--- config.mk ---
export PLATFORM = sky130hd
export DESIGN_NAME = uart_response_framer_flat
export DESIGN_NICKNAME = d
export VERILOG_FILES = /design/src/rtl/uart_response_framer_if.sv /design/src/rtl/uart_response_framer.sv /design/src/flat_wrapper.sv
export SDC_FILE = /design/constraint.sdc
export NUM_CORES = 1
export LEC_CHECK = 0
export BUFFER_PORTS_ARGS = -buffer_cell sky130_fd_sc_hd__buf_2
export CAP_MARGIN = 20
export CORE_MARGIN = 2
export CORE_UTILIZATION = 65
export DETAILED_ROUTE_END_ITERATION = 8
export GPL_TIMING_DRIVEN = 0
export PLACE_DENSITY = 0.85
export SLEW_MARGIN = 0
export SYNTH_ARGS = -nofsm -noshare
export SYNTH_HDL_FRONTEND = slang
export SYNTH_SLANG_ARGS = --single-unit
export TNS_END_PERCENT = 10
--- constraint.sdc ---
create_clock -name clock -period 6 [get_ports clock]
set_input_delay 0.6 -clock clock [delete_from_list [all_inputs] [get_ports clock]]
set_output_delay 0.6 -clock clock [all_outputs]
set_load 0.03 [all_outputs]
--- src/rtl/uart_response_framer_if.sv ---
// Bundle of the framer's signals: payload write port, response request and the
// byte stream toward the UART transmitter.
interface uart_response_framer_if #(
  parameter int PAYLOAD_DEPTH = 16
);
  localparam int ADDR_W = $clog2(PAYLOAD_DEPTH);

  logic              pl_wr_en;
  logic [ADDR_W-1:0] pl_wr_addr;
  logic [7:0]        pl_wr_data;

  logic              resp_start;
  logic [7:0]        resp_cmd;
  logic [7:0]        resp_status;
  logic [8:0]        resp_len;

  logic [7:0]        tx_byte;
  logic              tx_byte_valid;
  logic              tx_ready;

  logic              busy;
  logic              resp_done;
  logic              resp_error;

  // framer side
  modport slave (
    input  pl_wr_en, pl_wr_addr, pl_wr_data,
    input  resp_start, resp_cmd, resp_status, resp_len,
    input  tx_ready,
    output tx_byte, tx_byte_valid, busy, resp_done, resp_error
  );

  // requester / transmitter side
  modport master (
    output pl_wr_en, pl_wr_addr, pl_wr_data,
    output resp_start, resp_cmd, resp_status, resp_len,
    output tx_ready,
    input  tx_byte, tx_byte_valid, busy, resp_done, resp_error
  );
endinterface

--- src/rtl/uart_response_framer.sv ---
// Response framer: serialises SYNC, cmd, status, len, payload and an 8-bit
// additive checksum into a valid/ready byte stream for a UART transmitter.
//
// state     | meaning
// ----------+-----------------------------------------------
// S_IDLE    | no frame; payload buffer writable, requests accepted
// S_SYNC    | offering SYNC_BYTE
// S_CMD     | offering the latched command byte
// S_STATUS  | offering the latched status byte
// S_LEN     | offering len[7:0]; skips to S_CSUM when len is zero
// S_PAYLOAD | offering payload[cnt], cnt runs 0..len-1
// S_CSUM    | offering the checksum; frame ends on its handshake
module uart_response_framer #(
  parameter int         PAYLOAD_DEPTH = 16,
  parameter logic [7:0] SYNC_BYTE     = 8'hA5
) (
  input  logic                  clock,
  input  logic                  reset_n,
  uart_response_framer_if.slave bus
);
  localparam int         ADDR_W  = $clog2(PAYLOAD_DEPTH);
  localparam logic [8:0] MAX_LEN = 9'(PAYLOAD_DEPTH);

  typedef enum logic [2:0] {
    S_IDLE, S_SYNC, S_CMD, S_STATUS, S_LEN, S_PAYLOAD, S_CSUM
  } state_t;

  state_t     state, state_nx;
  logic [7:0] mem [PAYLOAD_DEPTH];
  logic [7:0] cmd_q, status_q, csum_q;
  logic [8:0] len_q, cnt_q;
  logic [7:0] tx_byte_w;
  logic       valid_w;
  logic       busy_w;
  logic       hs;
  logic       start_ok;
  logic       start_bad;

  assign busy_w    = (state != S_IDLE);
  assign hs        = valid_w && bus.tx_ready;
  assign start_ok  = bus.resp_start && !busy_w && (bus.resp_len <= MAX_LEN);
  assign start_bad = bus.resp_start && !start_ok;

  assign bus.tx_byte       = tx_byte_w;
  assign bus.tx_byte_valid = valid_w;
  assign bus.busy          = busy_w;

  // state register
  always_ff @(posedge clock or negedge reset_n) begin
    if (!reset_n) state <= S_IDLE;
    else          state <= state_nx;
  end

  // next-state: every step past IDLE waits for a handshake
  always_comb begin
    state_nx = state;
    case (state)
      S_IDLE:    if (start_ok) state_nx = S_SYNC;
      S_SYNC:    if (hs) state_nx = S_CMD;
      S_CMD:     if (hs) state_nx = S_STATUS;
      S_STATUS:  if (hs) state_nx = S_LEN;
      S_LEN:     if (hs) state_nx = (len_q == 9'd0) ? S_CSUM : S_PAYLOAD;
      S_PAYLOAD: if (hs && (cnt_q == len_q - 9'd1)) state_nx = S_CSUM;
      S_CSUM:    if (hs) state_nx = S_IDLE;
      default:   state_nx = S_IDLE;
    endcase
  end

  // outputs: the offered byte is a pure function of state and latched data,
  // so it cannot change while the transmitter stalls
  always_comb begin
    tx_byte_w = 8'h00;
    valid_w   = 1'b1;
    case (state)
      S_SYNC:    tx_byte_w = SYNC_BYTE;
      S_CMD:     tx_byte_w = cmd_q;
      S_STATUS:  tx_byte_w = status_q;
      S_LEN:     tx_byte_w = len_q[7:0];
      S_PAYLOAD: tx_byte_w = mem[cnt_q[ADDR_W-1:0]];
      S_CSUM:    tx_byte_w = csum_q;
      default: begin
        tx_byte_w = 8'h00;
        valid_w   = 1'b0;
      end
    endcase
  end

  // request latch, payload counter, running checksum and status pulses
  always_ff @(posedge clock or negedge reset_n) begin
    if (!reset_n) begin
      cmd_q          <= 8'h00;
      status_q       <= 8'h00;
      len_q          <= 9'd0;
      cnt_q          <= 9'd0;
      csum_q         <= 8'h00;
      bus.resp_done  <= 1'b0;
      bus.resp_error <= 1'b0;
    end else begin
      bus.resp_done  <= hs && (state == S_CSUM);
      bus.resp_error <= start_bad;
      if (start_ok) begin
        cmd_q    <= bus.resp_cmd;
        status_q <= bus.resp_status;
        len_q    <= bus.resp_len;
        cnt_q    <= 9'd0;
        csum_q   <= 8'h00;
      end else if (hs) begin
        case (state)
          S_CMD, S_STATUS, S_LEN: csum_q <= csum_q + tx_byte_w;
          S_PAYLOAD: begin
            csum_q <= csum_q + tx_byte_w;
            cnt_q  <= cnt_q + 9'd1;
          end
          default: ;
        endcase
      end
    end
  end

  // payload buffer: writable only between frames, contents not reset
  always_ff @(posedge clock) begin
    if (bus.pl_wr_en && !busy_w) mem[bus.pl_wr_addr] <= bus.pl_wr_data;
  end
endmodule
--- src/flat_wrapper.sv ---
// flat-port wrapper written by rule: the top's interface ports become plain ports
module uart_response_framer_flat 
#(
  parameter int         PAYLOAD_DEPTH = 16,
  parameter logic [7:0] SYNC_BYTE     = 8'hA5
)
  (clock, reset_n, bus_pl_wr_en, bus_pl_wr_addr, bus_pl_wr_data, bus_resp_start, bus_resp_cmd, bus_resp_status, bus_resp_len, bus_tx_ready, bus_tx_byte, bus_tx_byte_valid, bus_busy, bus_resp_done, bus_resp_error);
  uart_response_framer_if #(.PAYLOAD_DEPTH(PAYLOAD_DEPTH)) bus_i ();
  input  logic clock;
  input  logic reset_n;
  input wire logic [$bits(bus_i.pl_wr_en)-1:0] bus_pl_wr_en;
  input wire logic [$bits(bus_i.pl_wr_addr)-1:0] bus_pl_wr_addr;
  input wire logic [$bits(bus_i.pl_wr_data)-1:0] bus_pl_wr_data;
  input wire logic [$bits(bus_i.resp_start)-1:0] bus_resp_start;
  input wire logic [$bits(bus_i.resp_cmd)-1:0] bus_resp_cmd;
  input wire logic [$bits(bus_i.resp_status)-1:0] bus_resp_status;
  input wire logic [$bits(bus_i.resp_len)-1:0] bus_resp_len;
  input wire logic [$bits(bus_i.tx_ready)-1:0] bus_tx_ready;
  output wire logic [$bits(bus_i.tx_byte)-1:0] bus_tx_byte;
  output wire logic [$bits(bus_i.tx_byte_valid)-1:0] bus_tx_byte_valid;
  output wire logic [$bits(bus_i.busy)-1:0] bus_busy;
  output wire logic [$bits(bus_i.resp_done)-1:0] bus_resp_done;
  output wire logic [$bits(bus_i.resp_error)-1:0] bus_resp_error;
  assign bus_i.pl_wr_en = bus_pl_wr_en;
  assign bus_i.pl_wr_addr = bus_pl_wr_addr;
  assign bus_i.pl_wr_data = bus_pl_wr_data;
  assign bus_i.resp_start = bus_resp_start;
  assign bus_i.resp_cmd = bus_resp_cmd;
  assign bus_i.resp_status = bus_resp_status;
  assign bus_i.resp_len = bus_resp_len;
  assign bus_i.tx_ready = bus_tx_ready;
  assign bus_tx_byte = bus_i.tx_byte;
  assign bus_tx_byte_valid = bus_i.tx_byte_valid;
  assign bus_busy = bus_i.busy;
  assign bus_resp_done = bus_i.resp_done;
  assign bus_resp_error = bus_i.resp_error;
  uart_response_framer #(.PAYLOAD_DEPTH(PAYLOAD_DEPTH), .SYNC_BYTE(SYNC_BYTE)) u_core (.clock(clock), .reset_n(reset_n), .bus(bus_i));
endmodule
==> results.yml <==
outcome:
  status: "finished clean"
drt:
  antenna_left: 0
  avgRoutedWirePerCell_um: 23.0
  first_pass_iters: 5
  remaining_drc_errors: 0
  vias_per_cell: 6.45
  num_vias: 5092
  finalWirelength_mm: 18.2
  drtIter0Drc: 570
cts:
  clock-sinks: 175
  clkLatencyLatePin_ns: 0.44
  numCtsBuffers: 17
  clk_pin_slew_ns: 0.06
  cts_resized: 0
  clk_path_buf_depth: 2
  cts_hold_buf: 0
  cts_htree_levels: 4
  cts_tree: "done"
  cts_setup_buffers: 0
  root_buffer: "clkbuf_16"
sta:
  max_clock_freq_mhz: 232
  worst-slew-pin-transition_ns: 1.06
  slew-limit-headroom_pct: 28.9
  setup_viol_count_final: 0
  finalSetupTns_ns: 0
  fin_crit_sh_pct: 71.8
  layout_setup_ws_ns: 1.69
  hold_slack_ns: 0.00837
  finalCriticalPeriod_ns: 4.31
  rsz0062_at_grt: "false"
  drv_slew: 0
  hold_violations: 0
  finClkSkew_ns: 0.00896
grt:
  antenna_found_initial: 0
  grtUsageTotal_pct: 30.0
  overflow: 0
  grt_pass1_wl_mm: 28.2
  grt_pass1_vias: 5140
  grt_max_degree: 48
floorplanning:
  rows: 40
  design.core.area_um2: 11900
  die_h_um: 114
  start_util_pct: 66.0
  dieWidth_um: 114
  io-pin-count: 54
  die_area_um2: 12900
synthesis:
  post_synth_num_cell_types: 55
  synth-seq-cells: 175
  syn_area_um2: 7830
  synthMuxAreaShare_pct: 12.0
  synth_compound_area_share_pct: 6.47
  yosysSeqAreaShare_pct: 64.1
  synthTopCellsByCount: "128 x edfxtp_1, 77 x nand2_1, 47 x dfrtp_1"
  ys.flop_type: "edfxtp_1"
  yosys_warnings: 0
  yosysMostFrequentCell: "edfxtp_1"
  synth_top_family_by_area: "multiplexers"
  ys_top_cells_by_area: "edfxtp_1 49%, dfrtp_1 15%, mux4_2 9.8%, nand2_1 3.7%, nor2_1 1.8%"
  synth_top_area_share_pct: 49.1
  async_flop_share_pct: 26.9
  synthAdderAreaFrac_pct: 1.69
  synthCells: 555
  synth-xor-area-share_pct: 2.80
  synthesis.nets: 607
  syn_area_per_cell_um2: 14.1
  synth-simple-area-share_pct: 10.6
  yosysTopAreaCell: "edfxtp_1"
  synth-edff-count: 128
worst_setup_path:
  critical_path_class: "reg -> reg"
  critical_path_required_ns: 6.30
  critPathTopFamily: "compound AO/OA/AOI/OAI gates"
  cp_slowest_stage_delay_ns: 0.55
  crit_path_start_kind: "register"
  cpMaxStageDelayCell: "mux4_2"
  cp_cell_sequence: "clkbuf_1, clkbuf_1, mux4_2, mux4_2, o21ai_1, o211ai_1, ha_1, fa_1, a21o_1, a21oi_1, o21bai_1, a21oi_1, xor2_1, o21ai_1"
  worst-path-max-fanout: 10
  cp.arrival_ns: 4.61
  endpoint_kind: "register"
  critPathBufInv: 2
hold_path:
  min_path_type: "in -> async"
power_and_ir_drop:
  seqPwrFrac_pct: 38.3
  leakage_nw: 3.30
  p_sw_w: 0.00137
  swShare_pct: 35.3
  ir_drop_mv: 0.252
  combPwrFrac_pct: 35.4
  p_per_area_nw_per_um2: 436
  internal_power_w: 0.00250
  p_clk_share_pct: 26.4
placement:
  dp_slack_ns: 1.72
  io_buffers: 52
  gp_congestion: 0.869
  dp_hpwl_mm: 12.0
cells_and_area:
  area.growth.synth_to_final_pct: 13.4
  final_layout_size_suffix_gt1_share_pct: 20.7
  fillCellCount: 731
  diodes: 0
  final_nets: 682
flow_run:
  cap_viol_max_count: 0
-- layer usage --
metal / global-route usage [%] / wire, um / vias to the layer above
met5: 0 / 0 / -
met4: 11.6 / 486 / 0
met3: 6.32 / 1250 / 43
met2: 50.7 / 9340 / 257
met1: 38.7 / 7130 / 2541
li1: - / - / 2251
-- worst paths after layout --
check,startpoint,cells past startpoint,end,slack [ns]
max,u_core.cnt_q[1],14,u_core.csum_q[6],1.69
min,reset_n,1,u_core.cnt_q[7],0.008
max reg2reg,u_core.cnt_q[1],14,u_core.csum_q[6],1.69
min reg2reg,u_core.cmd_q[4],2,u_core.cmd_q[4],0.47
max in group asynchronous,reset_n,2,u_core.status_q[1],5.51
min in group clock,bus_resp_cmd[3],3,u_core.cmd_q[3],0.37
-- sequential cells by signal, indices dropped and copies added, names as in the netlist --
| register | count |
|---|---|
| u_core.mem | 128 |
| u_core.cnt_q | 9 |
| u_core.len_q | 9 |
| u_core.cmd_q | 8 |
| u_core.csum_q | 8 |
| u_core.status_q | 8 |
| u_core.state | 3 |
| u_core.bus.resp_done | 1 |
| u_core.bus.resp_error | 1 |
-- cells by family after synthesis --
logic type / after synthesis
compound gates: 77
simple gates: 180
xor+xnor: 25
mux: 45
flops: 175
fa+ha+maj: 10
buf+inv: 43
-- power by group through the flow --
stage | clock network (W) | registers (W) | logic (W)
global placement | 0 | 0.00149 | 0.00128
detailed placement | 0 | 0.00150 | 0.00134
global route | 0.00107 | 0.00149 | 0.00148
finish | 0.00102 | 0.00148 | 0.00137
floorplan | 0 | 0.00148 | 0.00101
CTS | 0.00102 | 0.00148 | 0.00136
-- worst reg2reg max path: cells and delay by family, from the launching register on --
kind / cells / cell delay, ns
adders and majority gates: 2 / 0.67
xor gates and xnor gates: 1 / 0.19
DFF: 1 / 0.35
buffers and inverters: 2 / 0.85
AOI/OAI and AO/OA: 7 / 1.14
muxes: 2 / 0.98
-- metrics by stage --
| stage | util [%] | cells | instance area [um2] | power, W |
|---|---|---|---|---|
| 5_1_grt | 74.8 | 790 | 8880 | 0.00404 |
| 2_1_floorplan | - | 555 | 7830 | 0.00248 |
| 4_1_cts | 74.5 | 787 | 8840 | 0.00386 |
| 6_report | 74.8 | 790 | 8880 | 0.00387 |
| 3_3_place_gp | 69.8 | 754 | 8270 | 0.00277 |
| 3_5_place_dp | 70.0 | 755 | 8310 | 0.00284 |
-- layout by cell type (no fill, tap or decap), types with 7 or more instances in the layout --
cell / netlist / final
xor2_1: 13 / 13
dfrtp_1: 47 / 47
mux4_2: 34 / 34
clkbuf_1: 23 / 24
inv_1: 10 / 10
nand2_1: 77 / 77
ha_1: 9 / 9
clkbuf_16: 0 / 17
o21ai_1: 18 / 18
and2_1: 7 / 7
edfxtp_1: 128 / 128
nor2_1: 38 / 38
nand3_1: 15 / 15
a21oi_1: 17 / 17
buf_2: 6 / 58
xnor2_1: 12 / 12
-- area by class of cell --
cell class	instances	area (um2)	area share (%)
Sequential cell	175	5020	56.5
Timing Repair Buffer	56	308	3.47
Clock inverter	14	106	1.20
Inverter	11	41.3	0.465
Multi-Input combinational cell	337	2650	29.9
Tap cell	147	184	2.07
Clock buffer	18	429	4.83
Buffer	32	135	1.52
No activity file was read; power rests on OpenSTA's default activity.
